## config.mk

```make
export PLATFORM = sky130hd
export DESIGN_NAME = pong_match_ctrl
export DESIGN_NICKNAME = d
export VERILOG_FILES = /design/src/rtl/pong_pkg.sv /design/src/rtl/frame_timer.sv /design/src/rtl/pong_match_ctrl.sv
export SDC_FILE = /design/constraint.sdc
export NUM_CORES = 1
export LEC_CHECK = 0
export ABC_AREA = 0
export CAP_MARGIN = 20
export CORE_MARGIN = 1.5
export CORE_UTILIZATION = 49
export DETAILED_ROUTE_END_ITERATION = 8
export GPL_ROUTABILITY_DRIVEN = 0
export GPL_TIMING_DRIVEN = 0
export PLACE_DENSITY = 0.75
export SETUP_SLACK_MARGIN = 0.2
export SLEW_MARGIN = 25
export SYNTH_ARGS = -nofsm -noshare
export SYNTH_HDL_FRONTEND = slang
export SYNTH_SLANG_ARGS = --single-unit
```

## constraint.sdc

```tcl
create_clock -name clk -period 2 [get_ports clk]
set_input_delay 0.4 -clock clk [delete_from_list [all_inputs] [get_ports clk]]
set_output_delay 0.4 -clock clk [all_outputs]
set_load 0.05 [all_outputs]
```

## src/rtl/pong_pkg.sv

```systemverilog
// Shared types and constants for the pong match sequencer.
// Latency: n/a (declarations only).
// Backpressure: n/a.
package pong_pkg;

  // Match phases; the sequencer walks IDLE -> SERVE -> PLAY -> POINT -> (SERVE | OVER).
  typedef enum logic [2:0] {
    ST_IDLE  = 3'd0,
    ST_SERVE = 3'd1,
    ST_PLAY  = 3'd2,
    ST_POINT = 3'd3,
    ST_OVER  = 3'd4
  } match_state_t;

  // Scores are plain 4-bit binary, enough for any win score up to 15.
  localparam int SCORE_W = 4;

  // Launch direction encoding seen by pong.
  localparam logic SERVE_LEFT  = 1'b0;
  localparam logic SERVE_RIGHT = 1'b1;

  // Score increment that holds at all-ones instead of wrapping to zero.
  function automatic logic [SCORE_W-1:0] score_inc(input logic [SCORE_W-1:0] s);
    logic [SCORE_W-1:0] r;
    if (s == {SCORE_W{1'b1}}) begin
      r = s;
    end else begin
      r = s + 1'b1;
    end
    return r;
  endfunction

endpackage

```

## src/rtl/frame_timer.sv

```systemverilog
// Frame pacing: vsync rising-edge detect plus a loadable frame down-counter.
// Latency: frame_tick is high the cycle after vsync is first seen high; expired follows the count register.
// Backpressure: none; vsync is free-running and the counter is reloaded at will by the owner.
module frame_timer #(
  parameter int CNT_W = 6
) (
  input  logic             clk,
  input  logic             reset_n,
  input  logic             vsync,
  input  logic             load,
  input  logic [CNT_W-1:0] load_val,
  output logic             frame_tick,
  output logic             expired
);

  logic             vsync_q;
  logic             armed;
  logic [CNT_W-1:0] cnt_q;

  // Edge detect. 'armed' stays low until vsync has been seen low once, so a vsync
  // already high when reset is released cannot masquerade as a fresh frame start.
  always_ff @(posedge clk or negedge reset_n) begin
    if (!reset_n) begin
      vsync_q    <= 1'b0;
      armed      <= 1'b0;
      frame_tick <= 1'b0;
    end else begin
      vsync_q    <= vsync;
      armed      <= armed | ~vsync;
      frame_tick <= vsync & ~vsync_q & armed;
    end
  end

  // Down-counter: a load wins over a tick; the count parks at zero until reloaded.
  always_ff @(posedge clk or negedge reset_n) begin
    if (!reset_n) begin
      cnt_q <= '0;
    end else if (load) begin
      cnt_q <= load_val;
    end else if (frame_tick && (cnt_q != '0)) begin
      cnt_q <= cnt_q - 1'b1;
    end
  end

  // A load of N therefore spans N+1 ticks: N decrements, then the tick seen at zero.
  assign expired = (cnt_q == '0);

endmodule

```

## src/rtl/pong_match_ctrl.sv

```systemverilog
// Pong match sequencer: serve/play/point pacing in frames, score keeping and win detection.
// Latency: all outputs registered; a miss or frame event shows on the outputs one cycle later.
// Backpressure: none; inputs are level/pulse signals sampled every cycle, nothing is ever stalled.
module pong_match_ctrl
  import pong_pkg::*;
#(
  parameter int SERVE_FRAMES = 60,
  parameter int POINT_FRAMES = 30,
  parameter int WIN_SCORE    = 11
) (
  input  logic               clk,
  input  logic               reset_n,
  input  logic               vsync,
  input  logic               start,
  input  logic               miss_left,
  input  logic               miss_right,
  output logic               ball_run,
  output logic               ball_load,
  output logic               serve_dir,
  output logic [SCORE_W-1:0] score1,
  output logic [SCORE_W-1:0] score2,
  output logic               game_over,
  output logic               winner
);

  // Counter is sized for the longer of the two waits.
  localparam int MAX_FRAMES = (SERVE_FRAMES > POINT_FRAMES) ? SERVE_FRAMES : POINT_FRAMES;
  localparam int CNT_W      = (MAX_FRAMES < 1) ? 1 : $clog2(MAX_FRAMES + 1);

  localparam logic [CNT_W-1:0]   SERVE_LD = CNT_W'(SERVE_FRAMES);
  localparam logic [CNT_W-1:0]   POINT_LD = CNT_W'(POINT_FRAMES);
  localparam logic [SCORE_W-1:0] WIN_VAL  = SCORE_W'(WIN_SCORE);

  match_state_t       state_q, state_d;
  logic [SCORE_W-1:0] score1_q, score1_d;
  logic [SCORE_W-1:0] score2_q, score2_d;
  logic               dir_q, dir_d;
  logic               start_q;
  logic               press;
  logic               load_pulse;
  logic               cnt_load;
  logic [CNT_W-1:0]   cnt_val;
  logic               frame_tick;
  logic               expired;

  frame_timer #(
    .CNT_W (CNT_W)
  ) u_timer (
    .clk        (clk),
    .reset_n    (reset_n),
    .vsync      (vsync),
    .load       (cnt_load),
    .load_val   (cnt_val),
    .frame_tick (frame_tick),
    .expired    (expired)
  );

  // The start button is only looked at once per frame, which also debounces it;
  // a press is a 0 -> 1 change between consecutive frame samples.
  always_ff @(posedge clk or negedge reset_n) begin
    if (!reset_n) begin
      start_q <= 1'b0;
    end else if (frame_tick) begin
      start_q <= start;
    end
  end

  assign press = frame_tick & start & ~start_q;

  // State, scores and serve direction registers.
  always_ff @(posedge clk or negedge reset_n) begin
    if (!reset_n) begin
      state_q  <= ST_IDLE;
      score1_q <= '0;
      score2_q <= '0;
      dir_q    <= SERVE_LEFT;
    end else begin
      state_q  <= state_d;
      score1_q <= score1_d;
      score2_q <= score2_d;
      dir_q    <= dir_d;
    end
  end

  // Next-state, scoring and counter-load decisions.
  always_comb begin
    state_d    = state_q;
    score1_d   = score1_q;
    score2_d   = score2_q;
    dir_d      = dir_q;
    load_pulse = 1'b0;
    cnt_load   = 1'b0;
    cnt_val    = SERVE_LD;

    unique case (state_q)
      // A finished match restarts exactly like a fresh one.
      ST_IDLE, ST_OVER: begin
        if (press) begin
          score1_d   = '0;
          score2_d   = '0;
          dir_d      = SERVE_LEFT;
          load_pulse = 1'b1;
          cnt_load   = 1'b1;
          cnt_val    = SERVE_LD;
          state_d    = ST_SERVE;
        end
      end

      ST_SERVE: begin
        if (frame_tick && expired) begin
          state_d = ST_PLAY;
        end
      end

      // Leaving PLAY on the first miss cycle is what keeps a held miss from scoring twice.
      ST_PLAY: begin
        if (miss_left || miss_right) begin
          state_d  = ST_POINT;
          cnt_load = 1'b1;
          cnt_val  = POINT_LD;
          if (miss_left && !miss_right) begin
            score2_d = score_inc(score2_q);
            dir_d    = SERVE_LEFT;
          end else if (miss_right && !miss_left) begin
            score1_d = score_inc(score1_q);
            dir_d    = SERVE_RIGHT;
          end
        end
      end

      // The win check sits here, so a score can never step past the win score.
      ST_POINT: begin
        if (frame_tick && expired) begin
          if ((score1_q == WIN_VAL) || (score2_q == WIN_VAL)) begin
            state_d = ST_OVER;
          end else begin
            load_pulse = 1'b1;
            cnt_load   = 1'b1;
            cnt_val    = SERVE_LD;
            state_d    = ST_SERVE;
          end
        end
      end

      default: begin
        state_d = ST_IDLE;
      end
    endcase
  end

  // Registered outputs decoded from the next state, so they line up with the state register.
  always_ff @(posedge clk or negedge reset_n) begin
    if (!reset_n) begin
      ball_run  <= 1'b0;
      ball_load <= 1'b0;
      game_over <= 1'b0;
      winner    <= 1'b0;
    end else begin
      ball_run  <= (state_d == ST_PLAY);
      ball_load <= load_pulse;
      game_over <= (state_d == ST_OVER);
      winner    <= (state_d == ST_OVER) && (score2_d == WIN_VAL);
    end
  end

  assign score1    = score1_q;
  assign score2    = score2_q;
  assign serve_dir = dir_q;

endmodule

```

Word-level counts from Yosys, hierarchy flattened. Cells that the tools add are included.

Bits in registers: 26. Input port bits: 6.

$add $sub $neg: 3. Equality and inequality tests: 17. Mux-type cells: 32. Bitwise logic cells: 8. Reduce and logical (&&, ||, !) cells: 17.

Operators by type and width (count): $mux 4 (9); $mux 6 (4); $eq 4x4->1 const B (5); $pmux 4 s2 (2); $mux 3 (5); $pmux 3 s4 (1); $ne 2x2->1 const B (5); $eq 3x2->1 const B (3); $add 4x1->4 const B (2); $mux 1 (8); $eq 3x3->1 const B (2); $logic_not 6->1 (1); $reduce_and 6->1 (1); $reduce_bool 6->1 (1); $sub 6x1->6 const B (1); $logic_and 1x1->1 (5); $and 1x1->1 (4); $pmux 1 s2 (2); $reduce_and 4->1 (1); $reduce_bool 2->1 (2); $eq 3x1->1 const B (1); $logic_not 3->1 (1); $ne 3x3->1 const B (1); $not 1->1 (3); other kinds (5) (7).

Longest topological paths before layout.
Depth in word-level cells: 7. Gate-level depth with buffers: 6.

By module. From an unflattened synthesis, not the netlist that was laid out.

Cell total of the unflattened synthesis: 154. Area total of the unflattened synthesis: 1472.7 µm².

Modules (own cells, without submodules): pong_match_ctrl (instances 1, cells each 104, area each 988.4 µm², seq. area each 425.4 µm²); frame_timer (instances 1, cells each 50, area each 484.2 µm², seq. area each 225.2 µm²).

Worst setup path after synthesis. Ideal clock, no wire load.

Path type: register to register. Start point: register score2_q[0], in the netlist score2[0]. End point: register u_timer.cnt_q[5]. Library setup time: 0.131 ns. Data arrival time: 1.812 ns. Path slack: 0.057 ns. Stages on the path, launching flop included: 6. Path buffers: 0. Clock period less this slack: 1.943 ns. Path through: dfrtp_1 > ha_1 > nand2_1 > o22ai_1 > o21ai_2 > or3_1.

Longest elaborated chain between the ends: 6.

RTL lines: from (decl) (line pong_match_ctrl.sv:36) `logic [SCORE_W-1:0] score2_q, score2_d;`; from (signal assigned) (line pong_match_ctrl.sv:80) `score2_q <= score2_d;`; $eq 4x4->1 * (line pong_match_ctrl.sv:134) `if ((score1_q == WIN_VAL) || (score2_q == WIN_VAL)) begin`; $logic_or 1x1->1 * (line pong_match_ctrl.sv:134); $mux 1 * (line pong_match_ctrl.sv:134); $mux 1 * (line pong_match_ctrl.sv:133) `if (frame_tick && expired) begin`; $pmux 1 s3 * (line pong_match_ctrl.sv:95) `unique case (state_q)`; $mux 6 / $reduce_bool 2->1 (equally long branches); to (signal assigned) (line frame_timer.sv:39) `cnt_q <= load_val;`; to (signal assigned) (line frame_timer.sv:41) `cnt_q <= cnt_q - 1'b1;`; to (decl) (line frame_timer.sv:18) `logic [CNT_W-1:0] cnt_q;`.

Every way passes the cells marked *; elsewhere a longest branch is shown, timed or not. A chain may end at the register's enable or synchronous reset.

Final worst setup path.
Start point: register u_timer.cnt_q[2]. End point: register u_timer.cnt_q[0].

Longest elaborated chain between the ends: 5.

RTL lines: $logic_not 6->1 (line frame_timer.sv:46) `assign expired = (cnt_q == '0);`; $logic_and 1x1->1 (line pong_match_ctrl.sv:133); $mux 1 (line pong_match_ctrl.sv:133); $pmux 1 s3 (line pong_match_ctrl.sv:95); $mux 6 / $reduce_bool 2->1 (equally long branches).

Several ways; a longest one is shown, not always the timed one.

==> results.sh <==
export IMPL_outcome="complete, no violations"
export IMPL_drive_gt1_share_pct=30.8
export IMPL_crit_buf_inv=1
export IMPL_critical_path_class="reg -> reg"
export IMPL_path_cells="or3_4, buf_6, or4_4, o21ba_4, and2_4"
export IMPL_worstMarginPinSlew_ns=0.580
export IMPL_setup_ws_ns=0.180
export IMPL_grt_setup_unrepaired="true"
export IMPL_synth_seq_area_share_pct=45.4
export IMPL_ant_nets=0
export IMPL_cp_slowest_cell="or4_4"
export IMPL_grt_first_pass_wirelength_um=5160
export IMPL_cts_max_level=1
export IMPL_netSwitchingFraction_pct=29.7
export IMPL_slowest_delay_ns=0.43
export IMPL_leakage_nw=0.880
export IMPL_n_fill_cell=205
export IMPL_p_int_mw=0.997
export IMPL_drv_cap=0
export IMPL_worst_ep_required_time_ns=2.25
export IMPL_startpoint="u_timer.cnt_q[2]"
export IMPL_cts_root_buffer="clkbuf_4"
export IMPL_clockBufferDepth=2
export IMPL_grt_pass1_vias=1141
export IMPL_cts_sinks=26
export IMPL_place_area_um2=1660
export IMPL_vias=1203
export IMPL_maxSlewHeadroom_pct=61.3
export IMPL_core_um2=2760
export IMPL_diodes=0
export IMPL_finalInstanceArea_um2=1860
export IMPL_nets=183
export IMPL_ioPinCount=19
export IMPL_endpoint_kind="flop"
export IMPL_yosysWarnings=0
export IMPL_worstSkewPairLatency_ns=0.33
export IMPL_async_flop_share_pct=100
export IMPL_min_period_over_period_pct=91.0
export IMPL_rrSetupSlack_ns=0.18
export IMPL_slew_violations=0
export IMPL_routed_wl_um=3310
export IMPL_syn_area_per_cell_um2=10.3
export IMPL_holdWs_ns=0.0383
export IMPL_p_per_area_nw_per_um2=764
export IMPL_wire_per_inst_um=16.5
export IMPL_cts_buffers=3
export IMPL_post_route_util_pct=67.3
export IMPL_dr_pass1_iters=4
export IMPL_cts_tree="built"
export IMPL_crit_family="simple AND/OR/NAND/NOR gates"
export IMPL_syn_to_final_growth_pct=29.4
export IMPL_viasPerCell=6.02
export IMPL_die_height_um=57.1
export IMPL_final_cells=200
export IMPL_dp_hpwl_um=2180
export IMPL_first_iter_violations=51
export IMPL_worstPathMaxFanout=8
export IMPL_antenna_found_initial=0
export IMPL_synthFlopType="dfrtp_1"
export IMPL_die_w_um=57.1
export IMPL_grt_overflow=0
export IMPL_synth_edf_count=0
export IMPL_finalCriticalPeriod_ns=1.82
export IMPL_port_buffers=18
export IMPL_tns_ns=0
export IMPL_synth_nets=152
export IMPL_hp_class="in -> async"
export IMPL_p_seq_share_pct=44.9
export IMPL_combPwrFrac_pct=29.1
export IMPL_switching_power_mw=0.420
export IMPL_synth_seq_cells=26
export IMPL_rows=19
export IMPL_ys_types=44
export IMPL_clk_pin_slew_ns=0.14
export IMPL_grtUsageTotal_pct=20.6
export IMPL_drc=0
export IMPL_vdd_drop_max_v=0.000858
export IMPL_setup_violations=0
export IMPL_grt_max_degree=27
export IMPL_placed_cells=188
export IMPL_hold_viol_final=0
export IMPL_startpoint_type="flop"
export IMPL_skew_ns=0.00111
export IMPL_max_freq_ghz=0.549
export IMPL_synthCells=139
export IMPL_initial_utilization_pct=52.0
export IMPL_r2r_start="u_timer.cnt_q[2]"
export IMPL_total_power_mw=1.42
export IMPL_pre_cts_ws_ns=-0.331
export IMPL_synth_area_um2=1430
export IMPL_p_clk_share_pct=26.0
export IMPL_die_area_um2=3260
export IMPL_cp_data_arrival_time_ns=2.07
==> layout make-up <==
type,instances,area [µm²],area share [%]
plain buffers,5,31.3,1.69
flip-flops and latches,26,656,35.3
well taps,31,38.8,2.09
multi-input cells,98,820,44.2
inverters,10,37.5,2.02
repair buffers,26,220,11.9
clock inverters,1,30.0,1.62
clock buffers,3,22.5,1.21
==> power by group through the flow <==
| stage | clock network (mW) | logic, mW | registers (mW) |
|---|---|---|---|
| 5_1_grt | 0.392 | 0.456 | 0.645 |
| 4_1_cts | 0.367 | 0.356 | 0.629 |
| 3_3_place_gp | 0 | 0.262 | 0.657 |
| 3_5_place_dp | 0 | 0.279 | 0.661 |
| 2_1_floorplan | 0 | 0.184 | 0.668 |
| 6_report | 0.368 | 0.413 | 0.637 |
==> placed cells by master (no fill, tap or decap), types with 3 or more instances in the layout <==
cell / Yosys / routed
nand2b_1: 3 / 3
mux2_2: 4 / 4
nor2_1: 7 / 6
nand2_1: 13 / 13
mux2i_1: 3 / 3
buf_2: 3 / 4
ha_1: 7 / 4
inv_2: 0 / 4
nand3_1: 3 / 3
clkbuf_4: 0 / 3
a41o_1: 3 / 3
dfrtp_1: 26 / 22
inv_1: 10 / 6
o211ai_1: 4 / 4
dfrtp_2: 0 / 4
dlygate4sd2_1: 0 / 12
buf_4: 0 / 8
==> cells in the mapped netlist (2+ instances only) <==
cell	number	area, µm²
nand2_1	13	48.8
buf_2	3	15.0
inv_1	10	37.5
and3_1	2	12.5
o211ai_1	4	30.0
nand2b_1	3	18.8
a211oi_1	2	15.0
or3_1	3	18.8
xnor2_1	2	17.5
a21oi_1	3	15.0
nor4b_1	2	17.5
mux2_2	4	45.0
o22ai_1	2	12.5
o21ai_0	2	10.0
dfrtp_1	26	651
nor2b_1	2	12.5
nand3_1	3	15.0
mux2i_1	3	30.0
a41o_1	3	30.0
nor3b_1	3	22.5
nand4_1	2	12.5
o31ai_1	2	15.0
nand3b_1	2	15.0
a31oi_1	2	12.5
and4b_1	2	20.0
nor2_1	7	26.3
xor2_1	2	17.5
nor3_1	3	15.0
ha_1	7	87.6
==> layer usage <==
layer,vias to the layer above,global-route usage (%),part of all wire [%]
met2,37,36.0,50
met1,589,26.4,44
li1,571,-,-
met5,-,0,0
met3,6,2.27,4.3
met4,0,7.31,2.1
==> sequential cells by signal, indices dropped and copies added, names as in the netlist, 3 cells and up <==
register       count
score2             4
state_q            3
u_timer.cnt_q      6
score1             4
==> final timing paths <==
check                                           to  cells past startpoint
worst max-delay path              u_timer.cnt_q[0]                      5
worst min-delay path                      ball_run                      1
worst max register to register    u_timer.cnt_q[0]                      5
worst min register to register  u_timer.frame_tick                      1
max in group asynchronous                score2[0]                      1
min in group clk                u_timer.frame_tick                      1
==> cell families (layout without fill, tap and decap cells) <==
kind of cell	count (synthesis)	count (layout)	share of synthesized area (%)
buf+inv	15	45	4.71
compound gates	26	26	13.9
simple gates	54	54	22.3
xor+xnor	4	4	2.44
flops	26	26	45.4
fa+ha+maj	7	7	6.11
mux	7	7	5.24
==> timing repair <==
action | CTS | global route
setup endpoints to repair | 24 | 8
pin swaps | 3 | 5
setup buffers | 6 | 2
gates cloned | 0 | 0
hold buffers | 0 | 0
resized for setup | 25 | 18
No activity file was read; power rests on OpenSTA's default activity.
